==> config.mk <==
export PLATFORM = sky130hd
export DESIGN_NAME = router_out_arbiter_flat
export DESIGN_NICKNAME = d
export VERILOG_FILES = /design/src/rtl/router_pkg.sv /design/src/rtl/router_out_arbiter_if.sv /design/src/rtl/rr_arb16.sv /design/src/rtl/router_out_arbiter.sv /design/src/flat_wrapper.sv
export SDC_FILE = /design/constraint.sdc
export NUM_CORES = 1
export LEC_CHECK = 0
export CAP_MARGIN = 5
export CORE_ASPECT_RATIO = 0.7
export CORE_MARGIN = 5
export CORE_UTILIZATION = 48
export CTS_CLUSTER_SIZE = 30
export DETAILED_ROUTE_END_ITERATION = 8
export PLACE_DENSITY = 0.83
export SLEW_MARGIN = 40
export SYNTH_ARGS = -nofsm -noshare
export SYNTH_HDL_FRONTEND = slang
export SYNTH_SLANG_ARGS = --single-unit
==> constraint.sdc <==
create_clock -name clk -period 3.59 [get_ports clk]
set_clock_uncertainty 0.1 [all_clocks]
set_input_delay 0.718 -clock clk [delete_from_list [all_inputs] [get_ports clk]]
set_output_delay 0.718 -clock clk [all_outputs]
set_load 0.1 [all_outputs]
==> src/rtl/router_pkg.sv <==
// rtl/router_pkg.sv - shared constants, FSM state type and round-robin pick for router arbiters
package router_pkg;

  localparam int N_PORTS = 16;
  localparam int ADDR_W  = 4;

  typedef enum logic {
    IDLE  = 1'b0,
    GRANT = 1'b1
  } state_t;

  // Returns {found, idx}: first set bit of req searching ptr+1, ptr+2, ... with wrap.
  function automatic logic [ADDR_W:0] rr_pick(input logic [N_PORTS-1:0] req,
                                              input logic [ADDR_W-1:0]  ptr);
    logic              found;
    logic [ADDR_W-1:0] idx;
    logic [ADDR_W-1:0] cand;
    found = 1'b0;
    idx   = '0;
    for (int k = 1; k <= N_PORTS; k++) begin
      cand = ptr + ADDR_W'(k);
      if (!found && req[cand]) begin
        found = 1'b1;
        idx   = cand;
      end
    end
    return {found, idx};
  endfunction

endpackage

==> src/rtl/router_out_arbiter_if.sv <==
// rtl/router_out_arbiter_if.sv - request lanes, output pins and grant/busy of one router output port
interface router_out_arbiter_if;
  import router_pkg::*;

  logic [N_PORTS-1:0] req_frame_n;
  logic [N_PORTS-1:0] req_valid_n;
  logic [N_PORTS-1:0] req_din;
  logic [N_PORTS-1:0] busy;
  logic [N_PORTS-1:0] grant;
  logic               frameo_n;
  logic               valido_n;
  logic               dout;

  modport master (
    output req_frame_n, req_valid_n, req_din,
    input  frameo_n, valido_n, dout, busy, grant
  );

  modport slave (
    input  req_frame_n, req_valid_n, req_din,
    output frameo_n, valido_n, dout, busy, grant
  );

endinterface

==> src/rtl/rr_arb16.sv <==
// rtl/rr_arb16.sv - combinational 16-way round-robin search starting after the pointer
module rr_arb16
  import router_pkg::*;
(
  input  logic [N_PORTS-1:0] i_req,
  input  logic [ADDR_W-1:0]  i_ptr,
  output logic               o_found,
  output logic [ADDR_W-1:0]  o_idx
);

  logic [ADDR_W:0] w_pick;

  assign w_pick  = rr_pick(i_req, i_ptr);
  assign o_found = w_pick[ADDR_W];
  assign o_idx   = w_pick[ADDR_W-1:0];

endmodule

==> src/rtl/router_out_arbiter.sv <==
// rtl/router_out_arbiter.sv - per-output-port round-robin arbiter forwarding the winner's serial stream
module router_out_arbiter
  import router_pkg::*;
#(
  parameter int N_IN         = 16,
  parameter int IDLE_TIMEOUT = 64,
  parameter int TMR_W        = 7
) (
  input  logic                 clk,
  input  logic                 reset_n,
  router_out_arbiter_if.slave  bus
);

  localparam logic [TMR_W-1:0] TMO_LAST = TMR_W'(IDLE_TIMEOUT - 1);

  state_t            r_state;
  state_t            w_state_nxt;
  logic [ADDR_W-1:0] r_gnt_id;
  logic [ADDR_W-1:0] w_gnt_nxt;
  logic [ADDR_W-1:0] r_rr_ptr;
  logic [ADDR_W-1:0] w_ptr_nxt;
  logic [ADDR_W-1:0] w_idx;
  logic [TMR_W-1:0]  r_tmr;
  logic [TMR_W-1:0]  w_tmr_nxt;
  logic              r_frameo_n;
  logic              r_valido_n;
  logic              r_dout;
  logic              w_frameo_nxt;
  logic              w_valido_nxt;
  logic              w_dout_nxt;
  logic              w_found;
  logic              w_g_frame_n;
  logic              w_g_valid_n;
  logic              w_g_din;
  logic              w_quiet;
  logic              w_tmo;
  logic [N_IN-1:0]   w_req;
  logic [N_IN-1:0]   w_grant;

  assign w_req   = ~bus.req_frame_n;
  assign w_grant = (r_state == GRANT) ? (N_IN'(1) << r_gnt_id) : '0;

  assign bus.busy     = w_req & ~w_grant;
  assign bus.grant    = w_grant;
  assign bus.frameo_n = r_frameo_n;
  assign bus.valido_n = r_valido_n;
  assign bus.dout     = r_dout;

  rr_arb16 u_rr_arb16 (
    .i_req   (w_req),
    .i_ptr   (r_rr_ptr),
    .o_found (w_found),
    .o_idx   (w_idx)
  );

  assign w_g_frame_n = bus.req_frame_n[r_gnt_id];
  assign w_g_valid_n = bus.req_valid_n[r_gnt_id];
  assign w_g_din     = bus.req_din[r_gnt_id];

  // A quiet cycle is mid-packet with no valid bit; the 64th in a row forces release.
  assign w_quiet = ~w_g_frame_n & w_g_valid_n;
  assign w_tmo   = w_quiet & (r_tmr == TMO_LAST);

  always_comb begin
    w_state_nxt  = r_state;
    w_gnt_nxt    = r_gnt_id;
    w_ptr_nxt    = r_rr_ptr;
    w_tmr_nxt    = r_tmr;
    w_frameo_nxt = 1'b1;
    w_valido_nxt = 1'b1;
    w_dout_nxt   = 1'b0;
    case (r_state)
      IDLE: begin
        if (w_found) begin
          w_state_nxt = GRANT;
          w_gnt_nxt   = w_idx;
          w_ptr_nxt   = w_idx;
          w_tmr_nxt   = '0;
        end
      end
      GRANT: begin
        if (w_tmo) begin
          // rr_ptr already holds the offender, so the next search starts past it.
          w_state_nxt = IDLE;
          w_tmr_nxt   = '0;
        end else begin
          w_frameo_nxt = w_g_frame_n;
          w_valido_nxt = w_g_valid_n;
          w_dout_nxt   = w_g_din;
          if (w_g_frame_n) begin
            w_state_nxt = IDLE;
            w_tmr_nxt   = '0;
          end else if (w_g_valid_n) begin
            w_tmr_nxt = r_tmr + TMR_W'(1);
          end else begin
            w_tmr_nxt = '0;
          end
        end
      end
      default: begin
        w_state_nxt = IDLE;
      end
    endcase
  end

  always_ff @(posedge clk or negedge reset_n) begin
    if (!reset_n) begin
      r_state    <= IDLE;
      r_gnt_id   <= '0;
      r_rr_ptr   <= '1;
      r_tmr      <= '0;
      r_frameo_n <= 1'b1;
      r_valido_n <= 1'b1;
      r_dout     <= 1'b0;
    end else begin
      r_state    <= w_state_nxt;
      r_gnt_id   <= w_gnt_nxt;
      r_rr_ptr   <= w_ptr_nxt;
      r_tmr      <= w_tmr_nxt;
      r_frameo_n <= w_frameo_nxt;
      r_valido_n <= w_valido_nxt;
      r_dout     <= w_dout_nxt;
    end
  end

endmodule
==> src/flat_wrapper.sv <==
// flat-port wrapper written by rule: the top's interface ports become plain ports
module router_out_arbiter_flat import router_pkg::*;
#(
  parameter int N_IN         = 16,
  parameter int IDLE_TIMEOUT = 64,
  parameter int TMR_W        = 7
)
  (clk, reset_n, bus_req_frame_n, bus_req_valid_n, bus_req_din, bus_frameo_n, bus_valido_n, bus_dout, bus_busy, bus_grant);
  router_out_arbiter_if bus_i ();
  input  logic clk;
  input  logic reset_n;
  input wire logic [$bits(bus_i.req_frame_n)-1:0] bus_req_frame_n;
  input wire logic [$bits(bus_i.req_valid_n)-1:0] bus_req_valid_n;
  input wire logic [$bits(bus_i.req_din)-1:0] bus_req_din;
  output wire logic [$bits(bus_i.frameo_n)-1:0] bus_frameo_n;
  output wire logic [$bits(bus_i.valido_n)-1:0] bus_valido_n;
  output wire logic [$bits(bus_i.dout)-1:0] bus_dout;
  output wire logic [$bits(bus_i.busy)-1:0] bus_busy;
  output wire logic [$bits(bus_i.grant)-1:0] bus_grant;
  assign bus_i.req_frame_n = bus_req_frame_n;
  assign bus_i.req_valid_n = bus_req_valid_n;
  assign bus_i.req_din = bus_req_din;
  assign bus_frameo_n = bus_i.frameo_n;
  assign bus_valido_n = bus_i.valido_n;
  assign bus_dout = bus_i.dout;
  assign bus_busy = bus_i.busy;
  assign bus_grant = bus_i.grant;
  router_out_arbiter #(.N_IN(N_IN), .IDLE_TIMEOUT(IDLE_TIMEOUT), .TMR_W(TMR_W)) u_core (.clk(clk), .reset_n(reset_n), .bus(bus_i));
endmodule
* Word-level counts from Yosys, hierarchy flattened *
Index checks and enable logic that the tools add are counted.
Widths: inputs -> output; s select.

storage, ports and cells
  flip-flop bits (word level) = 19
  input port bits = 50
  memories = 0
  latch bits = 0
  memory bits (read-only) = 0
  RAM bits = 0
  logic and storage cells = 167

cells by class
  shift operators = 1
  reduce and logical (&&, ||, !) cells = 31
  magnitude comparators = 17
  bitwise operators = 7
  multiply operators = 0
  add/sub/neg operators = 16
  mux-type cells = 86
  div/mod/pow operators = 0
  equality and inequality tests = 2

operator list
  kind                  count
  $lt 4x5->1 const B    17
  $bmux 1 s4            19
  $mux 4                16
  $mux 1                44
  $add 4x4->4 const B   8
  $not 16->16           2
  $mux 7                4
  $add 4x3->4 const B   4
  $and 16x16->16        1
  $mux 16               1
  $shl 1x4->16 const A  1
  $logic_and 1x1->1     15
  $logic_not 1->1       15
  $pmux 7 s2            1
  $add 4x2->4 const B   2
  $add 7x1->7 const B   1
  $eq 7x6->1 const B    1
  $add 4x1->4 const B   1
  $and 1x1->1           2
  $ne 2x2->1 const B    1
  $not 1->1             2
  $pmux 1 s2            1
  $reduce_and 2->1      1

* Depth between registers and ports, before layout *
  word-level depth = 51
  depth in mapped cells = 16

* Hierarchy *
Synthesis repeated with hierarchy kept, for this count alone.

second synthesis, totals
  cell total of the unflattened synthesis = 460
  area total of the unflattened synthesis = 4051.4 um2

by module, submodules not included
  module              times used  seq. area each (um2)  area each (um2)  cells each
  rr_arb16            1           0.0                   2531.2           294
  router_out_arbiter  1           483.0                 1520.2           166

* Least setup slack after synthesis *
Ideal clock, no wire load.

  path type = reg2out
  start = register u_core.r_gnt_id[2]
  end = output bus_busy[0]
  cell stages (with the launch flop) = 5
  buffers on the path = 1
  arrival = 4.383 ns
  required time = 2.772 ns
  slack = -1.611 ns
  cells stage by stage = dfrtp_1 -> clkbuf_8 -> or3b_2 -> nor3_1 -> nor2_1

on the way
  longest elaborated chain between the ends = 4

ends and longest elaborated chain
  what                    line                       RTL
  start, declared         router_out_arbiter.sv:18   logic [ADDR_W-1:0] r_gnt_id;
  start signal, assigned  router_out_arbiter.sv:117  r_gnt_id <= w_gnt_nxt;
  $shl 1x4->16            router_out_arbiter.sv:41   assign w_grant = (r_state == GRANT) ? (N_IN'(1) << r_gnt_id) : '0;
  $mux 16                 router_out_arbiter.sv:41
  via bus_grant[0]        flat_wrapper.sv:19         output wire logic [$bits(bus_i.grant)-1:0] bus_grant;
  $not 16->16             router_out_arbiter.sv:43   assign bus.busy = w_req & ~w_grant;
  $and 16x16->16          router_out_arbiter.sv:43
  end, declared           flat_wrapper.sv:18         output wire logic [$bits(bus_i.busy)-1:0] bus_busy;

The timed path passes the listed nets, and every way through them passes these cells.

* Worst setup path in the final report *
  start = register u_core.r_rr_ptr[1]
  end = register u_core.r_gnt_id[3]

on the way
  longest elaborated chain between the ends = 50

ends and longest elaborated chain
  what                          line                       RTL
  start, declared               router_out_arbiter.sv:20   logic [ADDR_W-1:0] r_rr_ptr;
  start signal, assigned        router_out_arbiter.sv:118  r_rr_ptr <= w_ptr_nxt;
  $add 4x1->4                   router_pkg.sv:21           cand = ptr + ADDR_W'(k);
  $bmux 1 s4                    router_pkg.sv:22           if (!found && req[cand]) begin
  $mux 1 (implied by the code)  router_pkg.sv:22
  $mux 1                        router_pkg.sv:22
  $logic_not 1->1               router_pkg.sv:22
  $logic_and 1x1->1             router_pkg.sv:22
  $mux 1                        router_pkg.sv:22
  $logic_not 1->1               router_pkg.sv:22
  [... 34 more ...]             n/a
  $mux 1                        router_pkg.sv:22
  $logic_not 1->1               router_pkg.sv:22
  $logic_and 1x1->1             router_pkg.sv:22
  $mux 1                        router_pkg.sv:22
  $logic_not 1->1               router_pkg.sv:22
  $logic_and 1x1->1             router_pkg.sv:22
  $mux 1                        router_pkg.sv:22
  $reduce_and 2->1 (no line)    n/a

Parallel ways exist; a longest one is shown, timed or not. The select of a mux whose other input is x is not followed.
A chain may end at the register's enable or synchronous reset.

==> metrics.md <==
| Metric | Value |
|---|---|
| CTS Buf Count | `3` |
| Avg WL per Cell | `23.9 um` |
| Run status | `complete, but fails checks` |
| Endpoints failing setup | `7` |
| Syn avg cell area | `10.0 sq um` |
| P&R area growth vs syn | `48.8%` |
| DRT iter0 DRCs | `486` |
| CTS tree | `yes` |
| Worst-Margin Slew | `647 ps` |
| Tmin final | `3700 ps` |
| Drt pass-1 iters | `5` |
| Initial antenna violation count | `0` |
| Count of hold-fix buffers inserted at cts | `0` |
| FMAX | `0.271 GHz` |
| Top_reg_cell synth | `dfrtp_1` |
| CP Data Required Time | `3670 ps` |
| Final hold violation count | `0` |
| Share of cells above drive strength 1 | `51.2%` |
| Reg clk slew, reported paths | `roughly 50 ps` |
| Post-route setup slack | `-105 ps` |
| CP arrival | `3770 ps` |
| Post-synthesis cell count | `400` |
| First-pass GRT wire length | `23.7 mm` |
| Placer Congestion | `0.960` |
| GR Util All Layers | `29.2%` |
| Die area | `10,300 sq um` |
| Count of unique library cells instantiated by Yosys | `83` |
| Clk sinks | `19` |
| Initial core utilization | `50.0%` |
| Failing checks | `setup timing` |
| Final Net Count | `632` |
| Setup TNS | `-406 ps` |
| Antenna Nets Post-Route | `0` |
| Count of maximum capacitance violations | `0` |
| Syn. warnings | `0` |
| Reg2reg end | `u_core.r_gnt_id[3]$_DFFE_PN0P_` |
| Die height | `86.4 um` |
| Io pins | `85` |
| Mapped Nets | `459` |
| # fillers | `508` |
| Core footprint | `8010 sq um` |
| H-tree levels | `1` |
| # DRC | `0` |
| FF-to-FF setup slack | `-110 ps` |
| Rows | `27` |
| I/O Buffers | `84` |
| Max Fanout on Critical Path | `8` |
| Hold Crit Class | `primary input to asynchronous set/reset pin` |
| Crit path capture type | `flop` |
| Worst skew pair latency | `roughly 250 ps` |
| Via density | `6.68` |
| R2r startpoint | `u_core.r_rr_ptr[1]$_DFFE_PN1P_` |
| Register area share after synthesis | `between 10% and 20%` |
| Synth async-reset ratio | `100%` |
| HPWL after DPL | `12.0 mm` |
| Fin crit share | `103%` |
| Post-synth EDFFs | `0` |
| Startpoint types | `flop` |
| Slew headroom | `56.9%` |
| Final Max Slew Viols | `0` |
| Synth Register Bits | `19` |
| Root buf cell | `clkbuf_16` |
| Largest net degree at the start of global routing | `20` |
| RSZ-0062 raised after global routing | `yes` |
| Synthesized area | `4010 sq um` |
| Diode count | `0` |
| Detailed-route via count | `4,497` |
| Worst r2r path cells | `16` |
| GR Overflow Total | `0` |
| Routed WL | `16.1 mm` |
| Die Wd | `119 um` |
| Vias in the first global route | `4,464` |
| Max clock buf depth | `2` |
| Crit Path Category | `flop to flop` |
-- cells in the final DEF (no fill, tap or decap), drive strengths merged, types with 3 or more instances in the layout --
cell,n
buf,142
nor2,55
mux4,43
clkdlybuf4s50,37
nand2,30
o21ai,22
mux2,21
mux2i,20
nand3,17
a21oi,14
nor3,14
dfrtp,13
inv,11
ha,9
nand2b,8
xnor2,8
nand3b,7
dlygate4sd2,7
dfstp,6
xor2,6
and3,5
a21boi,5
a211oi,5
a22oi,4
dlymetal6s2s,4
nand4,4
clkbuf,4
nor4,3
o2bb2ai,3
and2,3
a31oi,3
a32oi,3
-- sequential cells by signal (all words and copies together), names as in the netlist --
register / count
u_core.bus.dout: 1
u_core.bus.frameo_n: 1
u_core.bus.valido_n: 1
u_core.r_gnt_id: 4
u_core.r_rr_ptr: 4
u_core.r_state: 1
u_core.r_tmr: 7
-- critical path: stages (launching register included) --
cell and delay, ps:
dfstp_2 560, clkinvlp_4 120, ha_4 270, buf_12 140
mux4_2 380, buf_4 140, nand3_1 80, nand3_1 150
buf_4 140, nand4_4 130, nor4_4 290, buf_6 180
buf_4 150, nand3_1 140, a211oi_1 420, nor3_4 90
nor2_1 130
-- cells in the mapped netlist, types with 4 or more instances --
cell | count | area, sq um
a211oi_1 | 4 | 30.0
a21oi_1 | 13 | 65.1
a22oi_1 | 4 | 30.0
and3_1 | 5 | 31.3
buf_2 | 4 | 20.0
buf_6 | 8 | 90.1
dfrtp_1 | 13 | 325
dfstp_2 | 6 | 158
ha_1 | 9 | 113
inv_1 | 10 | 37.5
mux2_1 | 8 | 90.1
mux2_2 | 11 | 124
mux2i_1 | 16 | 160
mux4_1 | 4 | 105
mux4_2 | 39 | 878
nand2_1 | 30 | 113
nand2b_1 | 8 | 50.1
nand3_1 | 14 | 70.1
nand3b_1 | 7 | 52.6
nor2_1 | 54 | 203
nor3_1 | 12 | 60.1
o21ai_0 | 12 | 60.1
o21ai_1 | 9 | 45.0
xnor2_2 | 6 | 97.6
-- cell families after synthesis --
| kind of cell | count (synthesis) | synth area share (%) |
|---|---|---|
| xor gates and xnor gates | 14 | 5.03 |
| muxes | 84 | 36.7 |
| adders and majority gates | 9 | 2.81 |
| AOI/OAI and AO/OA | 79 | 14.1 |
| buffers and inverters | 34 | 6.84 |
| DFF | 19 | 12.1 |
| and+or+nand+nor | 161 | 22.5 |
-- repair_timing --
action	CTS	global route
pin swaps	8	10
endpoints found under the setup margin	15	15
gates resized for setup	23	30
buffers inserted	10	6
-- per-layer routing --
metal / GRT usage [%] / vias to the layer above / part of all wire [%]
met5: 0 / - / 0
met4: 9.57 / 0 / 3.5
li1: - / 1893 / -
met2: 47.6 / 345 / 46
met3: 8.28 / 69 / 12
met1: 37.8 / 2190 / 38
-- worst max path at each step --
stage / startpoint / endpoint / slack [ps] / cells after the start
floorplan: u_core.r_gnt_id[0]$_DFFE_PN0P_ / bus_busy[4] / -300 / 4
global placement: bus_req_frame_n[9] / u_core.r_gnt_id[1]$_DFFE_PN0P_ / -260 / 11
detailed placement: bus_req_frame_n[15] / u_core.r_gnt_id[3]$_DFFE_PN0P_ / -330 / 12
CTS: u_core.r_rr_ptr[1]$_DFFE_PN1P_ / u_core.r_gnt_id[1]$_DFFE_PN0P_ / -20 / 13
global route: u_core.r_rr_ptr[1]$_DFFE_PN1P_ / u_core.r_gnt_id[3]$_DFFE_PN0P_ / -150 / 14
finish: u_core.r_rr_ptr[1]$_DFFE_PN1P_ / u_core.r_gnt_id[3]$_DFFE_PN0P_ / -110 / 16
-- cell type report --
class | count | area (sq um) | area share, %
clock buffers | 4 | 78.8 | 1.32
inverters | 12 | 51.3 | 0.861
multi-input cells | 347 | 3540 | 59.4
flip-flops and latches | 19 | 483 | 8.10
well taps | 101 | 126 | 2.12
repair buffers | 190 | 1680 | 28.2
-- per-stage QoR --
stage | cells | setup slack (ps) | hold slack, ps | util [%] | area [sq um]
floorplan | 400 | -298 | 322 | - | 4150
global placement | 654 | -263 | 370 | 69.7 | 5580
detailed placement | 654 | -327 | 398 | 69.6 | 5570
CTS | 667 | -24.8 | 410 | 72.3 | 5790
global route | 673 | -154 | 335 | 74.4 | 5960
finish | 673 | -105 | 299 | 74.4 | 5960
Power is not shown: default switching activity piles up to over one toggle a cycle in this logic, so the estimate is an artifact.
==> RTL edit, RTL diff (same flow settings) <==
Make the reset (`reset_n`) synchronous in one clocked block.
--- a/src/rtl/router_out_arbiter.sv
+++ b/src/rtl/router_out_arbiter.sv
@@ -103,7 +103,7 @@
     endcase
   end
 
-  always_ff @(posedge clk or negedge reset_n) begin
+  always_ff @(posedge clk) begin
     if (!reset_n) begin
       r_state    <= IDLE;
       r_gnt_id   <= '0;
Formal check against the unedited RTL: differs if reset_n is asserted again (counterexample within 4 cycles, from zero or initial values and one cycle with reset_n low); with reset_n held inactive, the same outputs for 10 cycles.
==> RTL edit against the original RTL <==
Sequential cell count did not move. Critical path depth fell by 6. Routed wire length grew 4.0%. First-iteration DRC count decreased by 19%. Setup slack improved by 130 ps. Count of clock-buffer cells in the layout is 1 lower. Design area is 2.5% higher. Fmax increased by 3.5%. Area after synthesis fell by 0.72%. Critical endpoint is now u_core.r_rr_ptr[1]. Die area decreased by 0.65%.
Power is left out: the tool's default activity adds up to more than one toggle a clock period on the data nets, which glitch-free logic cannot reach.
==> RTL edit: results (changes against the original RTL) <==
stage;metric;value;unit;change
run_status;status;finished, final reports clean;;
sta;Tightest Pin Transition;620;ps;-26.8 ps
critical_path;delay-heaviest family, CP;multiplexers;;
logic_synthesis;proportion of synthesized chip area in sequential cells;9.56;%;-2.5 points
logic_synthesis;share of synthesized cell area in full adder, half adder and majority cells;2.83;%;+0.020 points
logic_synthesis;predominant post-synthesis flop cell;sky130_fd_sc_hd__dfxtp_1;;
placement;Post-Place Cells;717;;+9.6%
route;1st-iter DRT viols;393;;-19%
critical_path;reg2reg end;u_core.r_gnt_id[2];;
critical_path;critical path's slowest cell;sky130_fd_sc_hd__mux4_2;;
placement;worst setup slack after placement;-358;ps;-31.3 ps
logic_synthesis;synthesized area divided by synthesized cell count;8.96;um^2;-11%
finish;area occupied by multi-input gates;3630;um^2;+2.5%
global_route;met1 GRT Util;38.3;%;+0.53 points
global_route;first-pass GRT wire length;24900;um;+5.1%
route;aggregate routed wire length;16700;um;+4.0%
logic_synthesis;multiplexer area fraction after synthesis;38.5;%;+1.8 points
cts;post-CTS resize count;17;;-26%
logic_synthesis;fraction of the mapped netlist area in compound gates;16.5;%;+2.4 points
finish;layout cells sized above 1;49.0;%;-2.3 points
placement;gpl congestion;1.03;;+7.1%
critical_path;start of the worst register-to-register path;u_core.r_rr_ptr[1];;
logic_synthesis;xor-xnor portion of the synthesized cell area;2.96;%;-2.1 points
finish;Layout fillers;473;;-6.9%
logic_synthesis;number of nets produced by synthesis;503;;+9.6%
critical_path;CP max stage delay;610;ps;+50 ps
route;routed via count;4938;;+9.8%
global_route;pin count of the biggest net entering global routing;31;;+55%
logic_synthesis;share of flip-flops with an asynchronous set or reset;0;%;-100 points
global_route;met2 track demand over resource in global routing;50.2;%;+2.6 points
sta;share of the clock period used by the worst path after layout;99.4;%;-3.5 points
critical_path;internal reg-to-reg setup slack;70;ps;+180 ps
route;Met1 Routed Length;6410;um;+4.5%
logic_synthesis;top cells by instance count after synthesis;sky130_fd_sc_hd__nor2_1 (52), sky130_fd_sc_hd__mux4_2 (36), sky130_fd_sc_hd__mux2i_1 (33), sky130_fd_sc_hd__nand2_1 (32), sky130_fd_sc_hd__mux2_2 (24);;
global_route;antenna violations before repair;0;;unchanged
placement;cell area after placement;5690;um^2;+2.1%
critical_path;worst reg-to-reg path cell count;13;;-3
finish;Nets;693;;+9.7%
critical_path;CP startpoint;bus_req_frame_n[13];;
global_route;GRT Total Usage;29.9;%;+0.72 points
logic_synthesis;ranking of synthesized cells by area;sky130_fd_sc_hd__mux4_2 (20%), sky130_fd_sc_hd__dfxtp_1 (9.6%), sky130_fd_sc_hd__mux2i_1 (8.3%), sky130_fd_sc_hd__mux2_2 (6.8%), sky130_fd_sc_hd__nor2_1 (4.9%);;
RTL edit: cell types whose count changed in the layout (fill, tap and decap cells not counted), moves of 6 or more:
cell | unedited run | this run
sky130_fd_sc_hd__dlymetal6s2s_1 | 4 | 10
sky130_fd_sc_hd__dfrtp_1 | 13 | 0
sky130_fd_sc_hd__mux2_1 | 7 | 1
sky130_fd_sc_hd__buf_4 | 125 | 153
sky130_fd_sc_hd__dfstp_2 | 6 | 0
sky130_fd_sc_hd__nand3_1 | 13 | 21
sky130_fd_sc_hd__o211ai_1 | 2 | 10
sky130_fd_sc_hd__mux2_2 | 9 | 22
sky130_fd_sc_hd__o21ai_1 | 10 | 4
sky130_fd_sc_hd__dfxtp_1 | 0 | 17
sky130_fd_sc_hd__mux2i_1 | 12 | 28
RTL edit: layout make-up:
type                    count  share of cell area [%]
well taps                 101                    2.07
inverters                  16                    1.13
repair buffers            213                    29.8
clock inverters             1                  0.0820
clock buffers               3                    1.23
flip-flops and latches     19                    6.31
multi-input cells         381                    59.4
RTL edit: worst min-delay path by stage:
| stage | to | slack, ps |
|---|---|---|
| floorplan | u_core.r_tmr[6] | 350 |
| global placement | u_core.r_tmr[6] | 350 |
| detailed placement | u_core.r_tmr[6] | 360 |
| CTS | u_core.r_tmr[6] | 370 |
| global route | u_core.r_tmr[6] | 400 |
| finish | u_core.r_tmr[6] | 370 |
RTL edit: kinds of logic (layout without fill, tap and decap cells):
kind of cell | count (synthesis) | in the layout
AOI/OAI and AO/OA | 93 | 93
xor gates and xnor gates | 10 | 10
adders and majority gates | 9 | 9
buffers and inverters | 44 | 233
DFF | 19 | 19
muxes | 100 | 100
and+or+nand+nor | 169 | 169
